## src/rtl/store_merge_if.sv

```systemverilog
`default_nettype none
// +--------------------------------------------------------------------+
// | store_merge_if : store-request handshake plus word-only memory bus |
// | Rev 1.0                                                            |
// +--------------------------------------------------------------------+
interface store_merge_if;
  logic        req_valid;
  logic        req_ready;
  logic [31:0] req_addr;
  logic [31:0] req_data;
  logic [1:0]  req_size;
  logic        done;
  logic        fault;
  logic [31:0] mem_address;
  logic        mem_read;
  logic        mem_write;
  logic [31:0] mem_writedata;
  logic [31:0] mem_readdata;
  logic        mem_waitrequest;

  modport slave (
    input  req_valid, req_addr, req_data, req_size, mem_readdata, mem_waitrequest,
    output req_ready, done, fault, mem_address, mem_read, mem_write, mem_writedata
  );

  modport master (
    output req_valid, req_addr, req_data, req_size, mem_readdata, mem_waitrequest,
    input  req_ready, done, fault, mem_address, mem_read, mem_write, mem_writedata
  );
endinterface
`default_nettype wire

```

## src/rtl/store_merge.sv

```systemverilog
`default_nettype none
// +--------------------------------------------------------------------+
// | store_merge : byte/half stores into a word-only memory via RMW     |
// | Rev 1.0                                                            |
// +--------------------------------------------------------------------+
module store_merge (
  input  logic         clk,
  input  logic         reset,
  store_merge_if.slave bus
);

  typedef enum logic [1:0] {
    IDLE = 2'd0,
    RD   = 2'd1,
    WR   = 2'd2,
    FLT  = 2'd3
  } state_t;

  state_t      r_state;
  state_t      w_state_next;
  logic [31:0] r_addr;
  logic [15:0] r_data;
  logic        r_half;
  logic [31:0] r_wdata;
  logic        r_done;
  logic        w_accept;
  logic        w_word_ok;
  logic        w_narrow_ok;
  logic [31:0] w_merged;

  assign w_accept    = (r_state == IDLE) && bus.req_valid;
  assign w_word_ok   = (bus.req_size == 2'b10) && (bus.req_addr[1:0] == 2'b00);
  assign w_narrow_ok = (bus.req_size == 2'b00) ||
                       ((bus.req_size == 2'b01) && !bus.req_addr[0]);

  always_ff @(posedge clk) begin
    if (reset) begin
      r_state <= IDLE;
    end else begin
      r_state <= w_state_next;
    end
  end

  always_comb begin
    w_state_next      = r_state;
    bus.req_ready     = 1'b0;
    bus.mem_read      = 1'b0;
    bus.mem_write     = 1'b0;
    bus.fault         = 1'b0;
    unique case (r_state)
      IDLE: begin
        bus.req_ready = 1'b1;
        if (bus.req_valid) begin
          if (w_word_ok)        w_state_next = WR;
          else if (w_narrow_ok) w_state_next = RD;
          else                  w_state_next = FLT;
        end
      end
      RD: begin
        bus.mem_read = 1'b1;
        if (!bus.mem_waitrequest) w_state_next = WR;
      end
      WR: begin
        bus.mem_write = 1'b1;
        if (!bus.mem_waitrequest) w_state_next = IDLE;
      end
      FLT: begin
        bus.fault    = 1'b1;
        w_state_next = IDLE;
      end
      default: w_state_next = IDLE;
    endcase
  end

  // Only byte/half requests reach RD, so size[0] alone selects the lane width.
  always_comb begin
    w_merged = bus.mem_readdata;
    case ({r_half, r_addr[1:0]})
      3'b000:         w_merged[7:0]   = r_data[7:0];
      3'b001:         w_merged[15:8]  = r_data[7:0];
      3'b010:         w_merged[23:16] = r_data[7:0];
      3'b011:         w_merged[31:24] = r_data[7:0];
      3'b100, 3'b101: w_merged[15:0]  = r_data;
      3'b110, 3'b111: w_merged[31:16] = r_data;
      default:        w_merged        = bus.mem_readdata;
    endcase
  end

  always_ff @(posedge clk) begin
    if (reset) begin
      r_addr  <= 32'd0;
      r_data  <= 16'd0;
      r_half  <= 1'b0;
      r_wdata <= 32'd0;
      r_done  <= 1'b0;
    end else begin
      r_done <= (r_state == WR) && !bus.mem_waitrequest;
      if (w_accept) begin
        r_addr  <= bus.req_addr;
        r_data  <= bus.req_data[15:0];
        r_half  <= bus.req_size[0];
        r_wdata <= bus.req_data;
      end else if ((r_state == RD) && !bus.mem_waitrequest) begin
        r_wdata <= w_merged;
      end
    end
  end

  assign bus.done          = r_done;
  assign bus.mem_address   = {r_addr[31:2], 2'b00};
  assign bus.mem_writedata = r_wdata;

endmodule
`default_nettype wire

```

## src/flat_wrapper.sv

```systemverilog
// flat-port wrapper written by rule: the top's interface ports become plain ports
module store_merge_flat 
  (clk, reset, bus_req_valid, bus_req_addr, bus_req_data, bus_req_size, bus_mem_readdata, bus_mem_waitrequest, bus_req_ready, bus_done, bus_fault, bus_mem_address, bus_mem_read, bus_mem_write, bus_mem_writedata);
  store_merge_if bus_i ();
  input  logic clk;
  input  logic reset;
  input wire logic [$bits(bus_i.req_valid)-1:0] bus_req_valid;
  input wire logic [$bits(bus_i.req_addr)-1:0] bus_req_addr;
  input wire logic [$bits(bus_i.req_data)-1:0] bus_req_data;
  input wire logic [$bits(bus_i.req_size)-1:0] bus_req_size;
  input wire logic [$bits(bus_i.mem_readdata)-1:0] bus_mem_readdata;
  input wire logic [$bits(bus_i.mem_waitrequest)-1:0] bus_mem_waitrequest;
  output wire logic [$bits(bus_i.req_ready)-1:0] bus_req_ready;
  output wire logic [$bits(bus_i.done)-1:0] bus_done;
  output wire logic [$bits(bus_i.fault)-1:0] bus_fault;
  output wire logic [$bits(bus_i.mem_address)-1:0] bus_mem_address;
  output wire logic [$bits(bus_i.mem_read)-1:0] bus_mem_read;
  output wire logic [$bits(bus_i.mem_write)-1:0] bus_mem_write;
  output wire logic [$bits(bus_i.mem_writedata)-1:0] bus_mem_writedata;
  assign bus_i.req_valid = bus_req_valid;
  assign bus_i.req_addr = bus_req_addr;
  assign bus_i.req_data = bus_req_data;
  assign bus_i.req_size = bus_req_size;
  assign bus_i.mem_readdata = bus_mem_readdata;
  assign bus_i.mem_waitrequest = bus_mem_waitrequest;
  assign bus_req_ready = bus_i.req_ready;
  assign bus_done = bus_i.done;
  assign bus_fault = bus_i.fault;
  assign bus_mem_address = bus_i.mem_address;
  assign bus_mem_read = bus_i.mem_read;
  assign bus_mem_write = bus_i.mem_write;
  assign bus_mem_writedata = bus_i.mem_writedata;
  store_merge u_core (.clk(clk), .reset(reset), .bus(bus_i));
endmodule
```

## config.mk

```make
export PLATFORM = sky130hd
export DESIGN_NAME = store_merge_flat
export DESIGN_NICKNAME = d
export VERILOG_FILES = /design/src/rtl/store_merge_if.sv /design/src/rtl/store_merge.sv /design/src/flat_wrapper.sv
export SDC_FILE = /design/constraint.sdc
export NUM_CORES = 1
export LEC_CHECK = 0
export BUFFER_PORTS_ARGS = -buffer_cell sky130_fd_sc_hd__buf_2
export CAP_MARGIN = 10
export CORE_MARGIN = 1.5
export CORE_UTILIZATION = 44
export DETAILED_ROUTE_END_ITERATION = 8
export GPL_TIMING_DRIVEN = 0
export PLACE_DENSITY = 0.76
export SETUP_SLACK_MARGIN = 0.2
export SLEW_MARGIN = 0
export SYNTH_ARGS = -nofsm -noshare
export SYNTH_HDL_FRONTEND = slang
export SYNTH_SLANG_ARGS = --single-unit
```

## constraint.sdc

```tcl
create_clock -name clk -period 1.3 [get_ports clk]
set_input_delay 0.26 -clock clk [delete_from_list [all_inputs] [get_ports clk]]
set_output_delay 0.26 -clock clk [all_outputs]
set_load 0.02 [all_outputs]
```

After elaboration in Yosys (flattened, before gate mapping)
Index checks and enable logic that the tools add are counted.
Storage, ports and cells
  logic and storage cells: 55
  register bits: 84
Cells by class
  muxes and demuxes: 16
  equal/unequal tests: 15
  reduce and logical (&&, ||, !) cells: 18
Operators with widths (count)
  2-to-1 mux 32 bit: 2
  case mux 8 bit (2 select lines): 2
  2-to-1 mux 8 bit: 2
  equality test 3 bit (second input constant): 4
  2-to-1 mux 2 bit: 5
  case mux 2 bit (4 select lines): 1
  equality test 2 bit (second input constant): 3
  equality test 3 x 2 -> 1 bit (second input constant): 2
  logical NOT 2 bit: 3
  inequality test 2 bit (second input constant): 3
  OR reduction 3 bit: 2
  logical AND 1 bit: 5
  equality test 2 x 1 -> 1 bit (second input constant): 2
  2-to-1 mux 1 bit: 4
  OR reduction 2 bit: 2
  equality test 3 x 1 -> 1 bit (second input constant): 1
  logical NOT 3 bit: 1
  AND reduction 3 bit: 1
  logical NOT 1 bit: 2
  nonzero test 2 bit: 1
  logical OR 1 bit: 1

Longest topological paths before layout
  depth in word-level cells: 7
  mapped depth: 7
  depth with buffers taken out: 4

Least setup slack after synthesis
OpenSTA, ideal clock, no wires.
  path kind: register to register
  start point: reg u_core.r_state[1]
  end point: reg u_core.r_wdata[7], in the netlist u_core.bus.mem_writedata[7]
  setup time: 0.152 ns
  buffers on the path: 3
  arrival time: 1.244 ns
  stages on the path, launching flop included: 7
  path slack: -0.096 ns
  cells stage by stage: dfxtp_1 buf_2 or3b_4 buf_6 buf_6 o21ai_2 a311oi_2
Between the ends
  longest elaborated chain between the ends: 3
  elaborated cells between the ends (all ways): 6
  classes of those cells: eq/ne: 1; mux: 1; reduce/logical: 4
RTL lines
  from (decl): RTL line store_merge.sv:19  | state_t r_state;
  from (signal assigned): RTL line store_merge.sv:40  | r_state <= w_state_next;
  equality test 2 x 1 -> 1 bit or logical NOT 2 bit (tied branches): RTL line store_merge.sv:103, store_merge.sv:31
  logical AND 1 bit, on equally long branches: RTL line store_merge.sv:103, store_merge.sv:31
  nonzero test 2 bit (no source line) or 2-to-1 mux 32 bit (tied branches)
  to (signal assigned): RTL line store_merge.sv:102  | r_wdata <= bus.req_data;
  to (signal assigned): RTL line store_merge.sv:104  | r_wdata <= w_merged;
  to (decl): RTL line store_merge.sv:24  | logic [31:0] r_wdata;
Several ways; a longest one is shown, not always the timed one.
A chain may end at the register's enable or synchronous reset.

Worst setup path in the final report
  start point: reg u_core.r_state[0]
  end point: reg u_core.r_addr[11]
Between the ends
  longest elaborated chain between the ends: 2
RTL lines
  logical NOT 2 bit: RTL line store_merge.sv:31  | assign w_accept = (r_state == IDLE) && bus.req_valid;
  logical AND 1 bit: RTL line store_merge.sv:31
  to (signal assigned): RTL line store_merge.sv:99  | r_addr <= bus.req_addr;
  to (decl): RTL line store_merge.sv:21  | logic [31:0] r_addr;
No other way between the ends.

==> summary.txt <==
status: complete, but fails checks
failing checks: negative setup slack
initial antenna violation count: 1
CTS tree: done
standard-cell row count: 36
Setup violations, final: 86
die width: 102 um
die area: 10500 um2
Synth Cell Area: 4340 um2
register area share after synthesis: 38.8%
DRT Wirelength: 14500 um
CP Launch Type: flip-flop
Tcrit/Tclk final: 118%
VDD IR-drop max: 0.000716 V
hold_buf cts: 0
total power: 7.21 mW
R2R Setup Slk: -0.23 ns
Slew HR: 56.6%
CTS buffer count: 9
gr usage total: 26.1%
Cell Pwr Density: 1100 nW/um2
clock sinks: 84
leakage power: 2.83 nW
P&R area growth vs syn: 51.4%
vias in the first global route: 4241
clk slew on worst S/H paths: 0.09 ns
total grt overflow: 0
H-tree Lvls: 3
Die Span Y: 102 um
clk_skew: 0.0140 ns
Post-DP HPWL: 10100 um
commonest register cell after synthesis: dfxtp_1
synth unique cells: 39
Worst-Skew Late Latency: 0.37 ns
fmax: 0.653 GHz
CP Cell Sequence: buf_6 -> or3b_4 -> buf_8 -> buf_2 -> nand2_1 -> a21oi_1
I/O Buffers: 167
routability cong.: 0.964
RSZ-0062 raised after global routing: true
Initial Util: 44.8%
total core area: 9680 um2
layout cells sized above 1: 50.6%
commonest non-fill, non-tap cells in the layout: buf_2 (106), nand2_1 (99), buf_6 (93)
final net count: 832
Worst Setup Slack, final: -0.232 ns
slowest cell on the critical path: or3b_4
Mean Syn Cell Area: 8.20 um2
DRC Markers: 0
setup TNS: -13.73 ns
top-level I/O count: 171
number of synthesized flops with an enable pin: 0
fin crit period: 1.53 ns
DR vias/cell: 5.39
Worst Hold Class: in -> reg
critical path class: reg -> reg
maxcap violations: 0
peak fanout along the critical path: 10
Avg WL per Cell: 16.7 um
Synth Register Bits: 84
Crit. End Element: flip-flop
CTS root buf: clkbuf_8
Max Transition Viols Final: 0
Detailed Routing Iterations Pass 1: 5
routed vias: 4692
antenna viol nets, final: 0
commonest non-fill, non-tap cell in the layout: buf_2
Yosys warnings: 0
WP data required: 1.53 ns
Max Buffers Root-to-Sink: 2
pin count of the biggest net entering global routing: 15
Final Core Density: 67.8%
slowest stage delay, CP: 0.38 ns
first-pass GRT wire length: 20700 um
Worst-Margin Slew: 0.651 ns
Iter 0 DRT Violations: 356
Post-synth ARST share: 0%
CP Data Arrival Time: 1.76 ns
Final Hold Fails: 0
Gate Count Post-Synth: 529
metal layers:
layer / share of wire [%] / up-vias / track usage (%) / routed length, um
li1: - / 2229 / - / -
met1: 40 / 2182 / 32.2 / 5840
met2: 49 / 229 / 43.1 / 7140
met3: 6.2 / 52 / 4.51 / 900
met4: 4.3 / 0 / 14.8 / 620
met5: 0 / - / 0 / 0
where the power goes:
group          internal (mW)  switching, mW
sequential              2.82          0.190
combinational           1.21           1.26
clock                  0.742          0.981
layout make-up:
cell class	instances	area, um2
Buffer	79	743
Timing Repair Buffer	189	1370
Multi-Input combinational cell	343	2270
Inverter	24	103
Clock buffer	10	138
Sequential cell	84	1740
Clock inverter	6	40.0
Tap cell	133	166
Fill cell	791	3110
Antenna cell	2	5.00
flip-flops by register name, summed over array words and instances (netlist names):
name	count
u_core.bus.done	1
u_core.bus.mem_writedata	32
u_core.r_addr	32
u_core.r_data	16
u_core.r_half	1
u_core.r_state	2
cells by family (layout without fill, tap and decap cells):
| group | Yosys count | count (layout) | synth area share, % |
|---|---|---|---|
| AOI/OAI and AO/OA | 180 | 180 | 30.0 |
| buffers and inverters | 103 | 308 | 14.3 |
| DFF | 84 | 84 | 38.8 |
| other | 1 | 4 | 0.0864 |
| and+or+nand+nor | 161 | 161 | 16.9 |
metrics by stage:
| step | std cells | setup slack [ns] | instance area [um2] | hold slack (ns) |
|---|---|---|---|---|
| global placement | 830 | -0.354 | 5420 | 0.443 |
| floorplan | 530 | -0.0689 | 4420 | 0.337 |
| detailed placement | 830 | -0.374 | 5420 | 0.448 |
| CTS | 855 | -0.191 | 6020 | 0.116 |
| global route | 869 | -0.290 | 6570 | 0.116 |
| finish | 870 | -0.232 | 6570 | 0.120 |
cell usage after synthesis, drive strengths merged (12+ instances only):
library cell    n  area share, %
buf            67             11
clkbuf         12            1.1
nor3b          12            2.3
a311oi         16            4.1
o32ai          16            5.0
nor2           22            1.9
inv            23            2.0
nand2         100            8.7
a21oi          75            8.9
a221o          13            3.0
o21ai          33            4.3
dfxtp          84             39
worst paths after layout:
kind | start | endpoint | depth (start not counted)
worst min-delay path | bus_req_addr[3] | u_core.r_addr[3] | 3
worst min register to register | u_core.r_addr[22] | u_core.r_addr[22] | 2
worst max-delay path | u_core.r_state[0] | u_core.r_addr[11] | 6
worst max register to register | u_core.r_state[0] | u_core.r_addr[11] | 6
repair_timing:
item	in CTS	in global routing
pin swaps	7	7
setup endpoints to repair	151	150
resized for setup	113	139
cloned	1	1
buffers inserted	8	12
worst max-delay path: cells and delay by family (launching register included):
kind / cells / cell delay [ns]
buffers and inverters: 3 / 0.47
DFF: 1 / 0.35
AOI/OAI and AO/OA: 1 / 0.08
and+or+nand+nor: 2 / 0.49
Power figures use the tool's default switching activity.
